[src/rtl/phy_rx_sync_ctrl.sv]
// Comma-based receive symbol sync: hunts LOCK_CNT commas, forwards data bytes in ACTIVE, flags idle; SYNC_STATS_EN adds a lock-loss counter.
// Latency: one cycle from sampled byte to data_out/valid_out; state/active_out/IDLE_out update one cycle after the deciding sample.
// Backpressure: none; the deserializer cannot be stalled, so a byte arriving in HUNT/RESYNC or with resync_req is dropped.
module phy_rx_sync_ctrl #(
    parameter int unsigned LOCK_CNT  = 4,
    parameter int unsigned LOSS_CNT  = 4,
    parameter logic [7:0]  COMMA_SYM = 8'hBC,
    parameter logic [7:0]  IDLE_SYM  = 8'h7C
) (
    input  logic       clk_4f,
    input  logic       reset_L,
    input  logic [7:0] data_in,
    input  logic       valid_in,
    input  logic       resync_req,
    output logic [7:0] data_out,
    output logic       valid_out,
    output logic       active_out,
    output logic       IDLE_out,
    output logic [1:0] sync_state,
    output logic [7:0] lock_loss_cnt
);

    typedef enum logic [1:0] {
        HUNT   = 2'b00,
        ACTIVE = 2'b01,
        RESYNC = 2'b10
    } sync_state_t;

    localparam logic [4:0] LOCK_TH = 5'(LOCK_CNT);
    localparam logic [4:0] LOSS_TH = 5'(LOSS_CNT);

    sync_state_t state, state_nxt;
    logic [3:0]  comma_cnt, comma_nxt;
    logic [3:0]  gap_cnt, gap_nxt;
    logic [7:0]  data_nxt;
    logic        valid_nxt;
    logic        idle_nxt;
    logic [4:0]  comma_inc;
    logic [4:0]  gap_inc;
    logic [3:0]  comma_sat;
    logic [3:0]  gap_sat;

    // 5-bit increments so the threshold compare cannot be fooled by a wrap.
    assign comma_inc = {1'b0, comma_cnt} + 5'd1;
    assign gap_inc   = {1'b0, gap_cnt} + 5'd1;
    assign comma_sat = (comma_cnt == 4'hF) ? 4'hF : comma_cnt + 4'd1;
    assign gap_sat   = (gap_cnt == 4'hF) ? 4'hF : gap_cnt + 4'd1;

    always_ff @(posedge clk_4f or negedge reset_L) begin
        if (!reset_L) begin
            state     <= HUNT;
            comma_cnt <= 4'd0;
            gap_cnt   <= 4'd0;
            data_out  <= 8'h00;
            valid_out <= 1'b0;
            IDLE_out  <= 1'b0;
        end else begin
            state     <= state_nxt;
            comma_cnt <= comma_nxt;
            gap_cnt   <= gap_nxt;
            data_out  <= data_nxt;
            valid_out <= valid_nxt;
            IDLE_out  <= idle_nxt;
        end
    end

    always_comb begin
        state_nxt = state;
        comma_nxt = comma_cnt;
        gap_nxt   = gap_cnt;
        data_nxt  = data_out;
        valid_nxt = 1'b0;
        idle_nxt  = IDLE_out;
        case (state)
            HUNT: begin
                idle_nxt = 1'b0;
                gap_nxt  = 4'd0;
                if (valid_in) begin
                    if (data_in == COMMA_SYM) begin
                        if (comma_inc >= LOCK_TH) begin
                            state_nxt = ACTIVE;
                            comma_nxt = 4'd0;
                        end else begin
                            comma_nxt = comma_sat;
                        end
                    end else begin
                        comma_nxt = 4'd0;
                    end
                end
            end
            ACTIVE: begin
                comma_nxt = 4'd0;
                // An explicit resync wins over whatever byte shares its cycle.
                if (resync_req) begin
                    state_nxt = RESYNC;
                    gap_nxt   = 4'd0;
                    idle_nxt  = 1'b0;
                end else if (valid_in) begin
                    gap_nxt = 4'd0;
                    if (data_in == IDLE_SYM) begin
                        idle_nxt = 1'b1;
                    end else if (data_in != COMMA_SYM) begin
                        data_nxt  = data_in;
                        valid_nxt = 1'b1;
                        idle_nxt  = 1'b0;
                    end
                end else if (gap_inc >= LOSS_TH) begin
                    state_nxt = RESYNC;
                    gap_nxt   = 4'd0;
                    idle_nxt  = 1'b0;
                end else begin
                    gap_nxt = gap_sat;
                end
            end
            RESYNC: begin
                state_nxt = HUNT;
                comma_nxt = 4'd0;
                gap_nxt   = 4'd0;
                idle_nxt  = 1'b0;
            end
            default: begin
                state_nxt = HUNT;
                comma_nxt = 4'd0;
                gap_nxt   = 4'd0;
                idle_nxt  = 1'b0;
            end
        endcase
    end

    assign active_out = (state == ACTIVE);
    assign sync_state = state;

`ifdef SYNC_STATS_EN
    logic       loss_evt;
    logic [7:0] loss_q;

    assign loss_evt = (state == ACTIVE) && (state_nxt == RESYNC);

    always_ff @(posedge clk_4f or negedge reset_L) begin
        if (!reset_L) begin
            loss_q <= 8'h00;
        end else if (loss_evt && (loss_q != 8'hFF)) begin
            loss_q <= loss_q + 8'd1;
        end
    end

    assign lock_loss_cnt = loss_q;
`else
    assign lock_loss_cnt = 8'h00;
`endif

    a_state_legal : assert property (@(posedge clk_4f) disable iff (!reset_L)
        sync_state != 2'b11);

endmodule

[config.mk]
export PLATFORM = sky130hd
export DESIGN_NAME = phy_rx_sync_ctrl
export DESIGN_NICKNAME = d
export VERILOG_FILES = /design/src/rtl/phy_rx_sync_ctrl.sv
export SDC_FILE = /design/constraint.sdc
export NUM_CORES = 1
export LEC_CHECK = 0
export CAP_MARGIN = 30
export CELL_PAD_IN_SITES_DETAIL_PLACEMENT = 0
export CELL_PAD_IN_SITES_GLOBAL_PLACEMENT = 2
export CORE_UTILIZATION = 30
export DETAILED_ROUTE_END_ITERATION = 16
export PLACE_DENSITY = 0.94
export SLEW_MARGIN = 20
export SYNTH_ARGS = -nofsm -noshare
export SYNTH_HDL_FRONTEND = slang
export SYNTH_SLANG_ARGS = --single-unit
[constraint.sdc]
create_clock -name clk_4f -period 3.2 [get_ports clk_4f]
set_input_delay 0.48 -clock clk_4f [delete_from_list [all_inputs] [get_ports clk_4f]]
set_output_delay 0.48 -clock clk_4f [all_outputs]
set_load 0.02 [all_outputs]
==> results of run 1 <==
## power breakdown
| group | total (mW) | internal (mW) | switching, mW |
|---|---|---|---|
| Combinational | 0.0421 | 0.0168 | 0.0253 |
| Sequential | 0.254 | 0.253 | 0.000539 |
| Clock | 0.113 | 0.0437 | 0.0690 |
## synth_stat cells
cell type                  count
sky130_fd_sc_hd__a22oi_1       2
sky130_fd_sc_hd__a22o_1        2
sky130_fd_sc_hd__o21ai_4       1
sky130_fd_sc_hd__buf_6         1
sky130_fd_sc_hd__conb_1        1
sky130_fd_sc_hd__o311ai_0      1
sky130_fd_sc_hd__clkbuf_1      1
sky130_fd_sc_hd__xnor2_1       1
sky130_fd_sc_hd__buf_4         8
sky130_fd_sc_hd__and3_1        2
sky130_fd_sc_hd__o22ai_1       2
sky130_fd_sc_hd__dfrtp_1      20
sky130_fd_sc_hd__nor2b_1       2
sky130_fd_sc_hd__mux2_4        2
sky130_fd_sc_hd__a211oi_1      1
sky130_fd_sc_hd__nand3b_1      1
sky130_fd_sc_hd__and2_1        1
sky130_fd_sc_hd__and4bb_2      1
sky130_fd_sc_hd__buf_2         1
sky130_fd_sc_hd__nor2_1        4
sky130_fd_sc_hd__o211ai_1      1
sky130_fd_sc_hd__nand2_1       6
sky130_fd_sc_hd__or2_2         2
sky130_fd_sc_hd__nor3_1        2
sky130_fd_sc_hd__o22a_1        2
sky130_fd_sc_hd__o21ai_0       4
sky130_fd_sc_hd__nand3_1       4
sky130_fd_sc_hd__ha_1          4
sky130_fd_sc_hd__nor3b_2       1
sky130_fd_sc_hd__nor4b_1       5
sky130_fd_sc_hd__o21a_1        1
sky130_fd_sc_hd__a21oi_1       5
sky130_fd_sc_hd__a31o_2        2
sky130_fd_sc_hd__inv_1         5
## through the flow
step / cells / setup slack, ps / power (mW) / util
after floorplan: 107 / 1600 / 0.282 / -
after global placement: 166 / 1110 / 0.298 / 0.390
after detailed placement: 166 / 1040 / 0.299 / 0.390
after CTS: 169 / 1080 / 0.413 / 0.396
after global routing: 170 / 941 / 0.431 / 0.401
final: 170 / 1090 / 0.409 / 0.401
## final cells by class
cell class	instances	area, um^2
clock buffers	3	22.5
fillers	363	2000
inverters	5	18.8
multi-input cells	71	483
flip-flops and latches	20	500
well taps	46	57.6
repair buffers	25	255
## layer usage
layer  routed length, um  part of all wire  track usage
met1                 880              0.42        0.144
met2                1080              0.52        0.239
met3                  97             0.046       0.0252
met4                  27             0.013       0.0487
met5                   0                 0            0
## cells by family after synthesis
| kind of cell | after synthesis | synth area share |
|---|---|---|
| flip-flops | 20 | 0.476 |
| AO/OA/AOI/OAI | 24 | 0.164 |
| AND/OR/NAND/NOR | 31 | 0.178 |
| adder cells (fa/ha/maj) | 4 | 0.0476 |
| other | 1 | 0.00356 |
| buffers and inverters | 16 | 0.0939 |
| multiplexers | 2 | 0.0285 |
| XOR/XNOR | 1 | 0.00832 |
## registers in the layout (all words and copies together), names as in the netlist
| name | cells |
|---|---|
| data_out | 8 |
| sync_state | 2 |
| IDLE_out | 1 |
| comma_cnt | 4 |
| valid_out | 1 |
| gap_cnt | 4 |
## critical path, delay by kind of cell, from the launching register on
| kind | cells | cell delay (ps) |
|---|---|---|
| buffers and inverters | 1 | 620 |
| DFF | 1 | 500 |
| and+or+nand+nor | 1 | 220 |
## worst max-delay path by stage
stage | slack (ps) | end | depth (start not counted)
final | 1090 | active_out | 2
after global routing | 940 | active_out | 2
after CTS | 1080 | active_out | 2
after detailed placement | 1040 | data_out[3]$_DFFE_PN0P_ | 5
after global placement | 1110 | data_out[2]$_DFFE_PN0P_ | 5
after floorplan | 1600 | data_out[2]$_DFFE_PN0P_ | 4
==> metrics.md, run 1 <==
| Metric | Value |
|---|---|
| Clock-pin slew on the worst setup and hold paths | `roughly 100 ps` |
| Overall overflow remaining after global route | `0` |
| Initial standard-cell utilization of the core | `0.315` |
| Worst endpoint required time | `about 2700 ps` |
| FF-to-FF setup slack | `1550 ps` |
| Slowest cell on crit path | `sky130_fd_sc_hd__clkdlybuf4s50_1` |
| Number of warnings issued by yosys | `0` |
| TritonCTS sink count | `20` |
| Finished Cell Area | `0.00134 mm^2` |
| Max Clock Skew | `0.640 ps` |
| Post-synthesis instance area | `0.00105 mm^2` |
| Top cell type's share of synthesized area | `0.476` |
| DPL Wire Length | `1610 um` |
| Crit. End Element | `primary output` |
| Average footprint of a synthesized cell | `10.6 um^2` |
| Placeable core region | `0.00334 mm^2` |
| Hold buffers post-CTS | `0` |
| Endpoint with the worst hold slack | `gap_cnt[0]$_DFF_PN0_` |
| TNS Setup | `0 ps` |
| Reg-to-Reg End | `gap_cnt[1]$_DFF_PN0_` |
| Combined global-route utilization of all metal layers | `0.129` |
| Routed vias/inst | `4.78` |
| Insertion delay to the later sink of the worst-skew pair | `290 ps` |
| Floorplan die width | `roughly 60 um` |
| Post-cts resize count | `0` |
| Critical path cell sequence | `nor2b_1, clkdlybuf4s50_1` |
| Maximum cell stage delay along the critical path | `620 ps` |
| Arr. time, crit path | `1630 ps` |
| Timing-limited maximum frequency | `0.475 GHz` |
| Inserted Diodes | `0` |
| Die Outline Area | `0.00375 mm^2` |
| Final cycle utilization of the critical path | `0.658` |
| Final net count | `142` |
| Register-to-Register Path Depth | `5` |
| Signed area change from the synthesized netlist to the final layout | `27.1%` |
| Distinct cells, synth | `34` |
| Gp weighted congestion | `0.690` |
| Number of cells on the worst hold path | `1` |
| Pwr dens | `306 mW/mm^2` |
| Final hold viol count | `0` |
| Setup bufs post-CTS | `0` |
| Fraction of layout instances using a drive strength above 1 | `0.105` |
| CTS tree | `built` |
| Kind of start point of the critical path | `flop` |
| Buffers added on ports | `24` |
| Synth area leaders | `sky130_fd_sc_hd__dfrtp_1 (48%), sky130_fd_sc_hd__buf_4 (5.7%), sky130_fd_sc_hd__ha_1 (4.8%)` |
| Cts bufs inserted | `3` |
| Clock Tree Root | `sky130_fd_sc_hd__clkbuf_4` |
| Shortest clock period the worst path allows after layout | `2110 ps` |
| Final routed wire length divided by cell count | `12.3 um` |
| Library cell with the largest summed area after synthesis | `sky130_fd_sc_hd__dfrtp_1` |
| Cell count after synthesis | `99` |
| DRT iter0 DRCs | `11` |
| Count of final setup violators | `0` |
| Worst setup path startpoint | `sync_state[0]$_DFFE_PN0P_` |
| Crit path kind | `flop to primary output` |
| Worst vdd ir | `0.000204 V` |
| Pins over their slew limit | `0` |
| Number of global-route vias before repair | `801` |
| CTS Buffer Depth | `2` |
| Worst slack on hold paths | `484 ps` |
| Detailed Route WL | `2090 um` |
| Boundary Pins | `33` |
| H-tree depth | `1` |
| Placed cell areas | `0.00130 mm^2` |
| Max capacitance violation total | `0` |
| Max_slew headroom | `0.665` |
| Standard-cell rows | `21` |
| Iteration count of the initial detailed-routing pass | `4` |
| Pin count of the biggest net entering global routing | `21` |
| Residual DRC count | `0` |
| Commonest non-fill, non-tap cells in the layout | `sky130_fd_sc_hd__clkdlybuf4s50_1 (24), sky130_fd_sc_hd__dfrtp_1 (20), sky130_fd_sc_hd__conb_1 (9)` |
| Largest driver fanout on the critical path | `9` |
| Die boundary height | `61.2 um` |
| Number of antenna violations at the first check in global routing | `0` |
| Antenna-violating nets left | `0` |
| Wire length of the first global-routing pass | `3480 um` |
| Number of register bits inferred by synthesis | `20` |
| Unrepaired setup endpoints after global routing | `false` |
| Sequential-to-total area share from yosys stat | `0.476` |
| Origin of the critical flop-to-flop path | `gap_cnt[0]$_DFF_PN0_` |
| Count of vias placed by the detailed router | `813` |
| Leak pwr | `0.611 nW` |
| Result of the run | `finished, final reports clean` |
| Slew at the pin closest to its max-slew limit | `501 ps` |
| Source of the worst hold timing path | `gap_cnt[0]$_DFF_PN0_` |
| Commonest non-fill, non-tap cell in the layout | `sky130_fd_sc_hd__clkdlybuf4s50_1` |
| HP Class | `flop to flop` |
Power figures use the tool's default switching activity.
==> inputs of run 2 (changes only) <==
CORE_UTILIZATION = 25   (was 30)
PLACE_DENSITY = 0.85   (was 0.94)
clock period = 1.9 ns   (was 3.2 ns; I/O delays follow)
==> run 2 against run 1 <==
Net effect:
- count of clock-buffer cells in the layout did not move
- total power grew 130%
- clock skew is 5.4 ps higher
- core utilization decreased by 4.6 points
- sequential power grew 68%
- sequential share of layout area down 2.5 points
- worst setup slack got worse by 910 ps
==> metrics.md, run 2 (synthesis gave the netlist of run 1 again) <==
| Metric | Value |
|---|---|
| Routed vias/inst | `4.50 (-5.8%)` |
| Final cycle utilization of the critical path | `0.906` |
| Number of antenna violations at the first check in global routing | `0 (unchanged)` |
| Result of the run | `finished, final reports clean` |
| Register-to-Register Path Depth | `5 (unchanged)` |
| Kind of start point of the critical path | `flop` |
| Maximum cell stage delay along the critical path | `660 ps (+40 ps)` |
| Overall overflow remaining after global route | `0 (unchanged)` |
| Fraction of layout instances using a drive strength above 1 | `0.153 (+0.0478)` |
| Count of vias placed by the detailed router | `815 (+0.25%)` |
| DRT iter0 DRCs | `23 (+12)` |
| Boundary Pins | `33 (unchanged)` |
| Crit. End Element | `primary output` |
| Number of buffer and inverter instances along the worst setup path | `1 (unchanged)` |
| Arr. time, crit path | `1440 ps (-190 ps)` |
| CTS tree | `built` |
| Cell family with most CP delay | `buffers and inverters` |
| H-tree depth | `1 (unchanged)` |
| Iteration count of the initial detailed-routing pass | `4 (unchanged)` |
| Commonest non-fill, non-tap cells in the layout | `sky130_fd_sc_hd__clkdlybuf4s50_1 (23), sky130_fd_sc_hd__dfrtp_1 (20), sky130_fd_sc_hd__conb_1 (9)` |
| Part of the total power dissipated in sequential elements | `0.461 (-0.160)` |
| Number of global-route vias before repair | `786 (-1.9%)` |
| Inserted Diodes | `0 (unchanged)` |
| Origin of the critical flop-to-flop path | `gap_cnt[0]$_DFF_PN0_` |
| Floorplan die width | `66.9 um (+9.2%)` |
| Slowest cell on crit path | `sky130_fd_sc_hd__clkdlybuf4s50_1` |
| Final setup slack of the worst path | `179 ps (-915 ps)` |
| Unrepaired setup endpoints after global routing | `false` |
| Post-cts resize count | `0 (unchanged)` |
| Placeable core region | `0.00403 mm^2 (+21%)` |
| Initial standard-cell utilization of the core | `0.261 (-0.0542)` |
| Die boundary height | `66.9 um (+9.2%)` |
| Flip-flop count of the largest register after layout | `8 (unchanged)` |
| Clock-pin slew on the worst setup and hold paths | `80 ps (-20 ps)` |
| Largest driver fanout on the critical path | `9 (unchanged)` |
| Count of final setup violators | `0 (unchanged)` |
| Residual DRC count | `0 (unchanged)` |
| Combined global-route utilization of all metal layers | `0.110 (-0.0193)` |
| Signed area change from the synthesized netlist to the final layout | `36.0%` |
| HP Class | `input pin to async pin` |
| Insertion delay to the later sink of the worst-skew pair | `260 ps (-30 ps)` |
| Final routed wire length divided by cell count | `12.2 um (-0.46%)` |
| Detailed Route WL | `2220 um (+6.0%)` |
| Pins over their slew limit | `0 (unchanged)` |
| TritonCTS sink count | `20 (unchanged)` |
| Critical path cell sequence | `clkdlybuf4s50_1` |
| Timing-limited maximum frequency | `0.581 GHz` |
| Clock Tree Root | `sky130_fd_sc_hd__clkbuf_8` |
| Wire length of the first global-routing pass | `3590 um (+3.4%)` |
| Pwr dens | `648 mW/mm^2 (+110%)` |
| Net switching fraction of the power | `0.203 (-0.0292)` |
| Setup bufs post-CTS | `0 (unchanged)` |
| Hold buffers post-CTS | `0 (unchanged)` |
| Worst vdd ir | `0.000390 V (+91%)` |
| Max capacitance violation total | `0 (unchanged)` |
| Cts bufs inserted | `3 (unchanged)` |
| CTS Buffer Depth | `2 (unchanged)` |
| Pin count of the biggest net entering global routing | `21 (unchanged)` |
| DPL Wire Length | `1690 um (+5.2%)` |
| Share of the core filled with cells | `0.355 (-0.0455)` |
| Max Clock Skew | `6.06 ps (+5.42 ps)` |
| Final hold viol count | `0 (unchanged)` |
| Crit path kind | `flop to primary output` |
| Largest reg by FF count | `data_out` |
| Int Power | `739 uW (+140%)` |
| FF-to-FF setup slack | `260 ps (-1290 ps)` |
| Clock network fraction of design power | `0.459 (+0.183)` |
| Combinational cell fraction of total power | `0.080 (-0.023)` |
| Commonest non-fill, non-tap cell in the layout | `sky130_fd_sc_hd__clkdlybuf4s50_1` |
| Gp weighted congestion | `0.749 (+8.5%)` |
| Pre-CTS setup slack | `-20.6 ps (-1060 ps)` |
| Shortest clock period the worst path allows after layout | `1720 ps` |
| Largest registers in the final layout | `data_out (8), comma_cnt (4), gap_cnt (4)` |
| Final net count | `148 (+4.2%)` |
| Buffers added on ports | `24 (unchanged)` |
| Reg-to-Reg End | `IDLE_out$_DFFE_PN0P_` |
| Die Outline Area | `0.00447 mm^2 (+19%)` |
| Antenna-violating nets left | `0 (unchanged)` |
| Net Sw Power | `188 uW (+98%)` |
| Leak pwr | `0.679 nW (+11%)` |
| Standard-cell rows | `23 (+9.5%)` |
| Worst endpoint required time | `1620 ps (-1100 ps)` |
## run 2: routing by layer
metal	part of all wire	wire [um]	global-route usage
met5	0	0	0
met3	0.064	141	0.0428
met2	0.44	977	0.168
met4	0.014	31	0.0399
met1	0.48	1070	0.138
## run 2: final cells by class
class,count,area (um^2)
clock buffer,3,41.3
clock inverter,1,30.0
fill,405,2600
inverter,5,18.8
multi-input combinational,71,483
sequential,20,500
tap,50,62.6
timing repair buffer,31,295
## run 2: worst max-delay path by stage
stage	start	end	slack (ps)	cells after the start
final	sync_state[1]$_DFFE_PN0P_	sync_state[1]	180	1
after global routing	gap_cnt[0]$_DFF_PN0_	IDLE_out$_DFFE_PN0P_	90	5
after CTS	sync_state[1]$_DFFE_PN0P_	active_out	50	2
after detailed placement	data_in[0]	data_out[3]$_DFFE_PN0P_	-20	5
after global placement	data_in[0]	data_out[2]$_DFFE_PN0P_	70	5
after floorplan	sync_state[1]$_DFFE_PN0P_	data_out[2]$_DFFE_PN0P_	310	6
## run 2: metrics by stage
step	instance area, um^2	setup TNS [ps]	instances	hold WS, ps	power (mW)
6_report	1430	0	181	361	0.927
5_1_grt	1430	0	181	371	0.969
4_1_cts	1430	0	181	368	0.942
3_5_place_dp	1360	-41.2	177	479	0.510
3_3_place_gp	1360	0	177	465	0.509
2_1_floorplan	1080	0	107	-10.6	0.476
## run 2: power by group through the flow
stage,clock (mW),combinational [mW],sequential [mW]
final,0.425,0.0744,0.427
after global routing,0.460,0.0818,0.428
after CTS,0.440,0.0748,0.427
after detailed placement,0,0.0744,0.436
after global placement,0,0.0734,0.436
after floorplan,0,0.0401,0.436
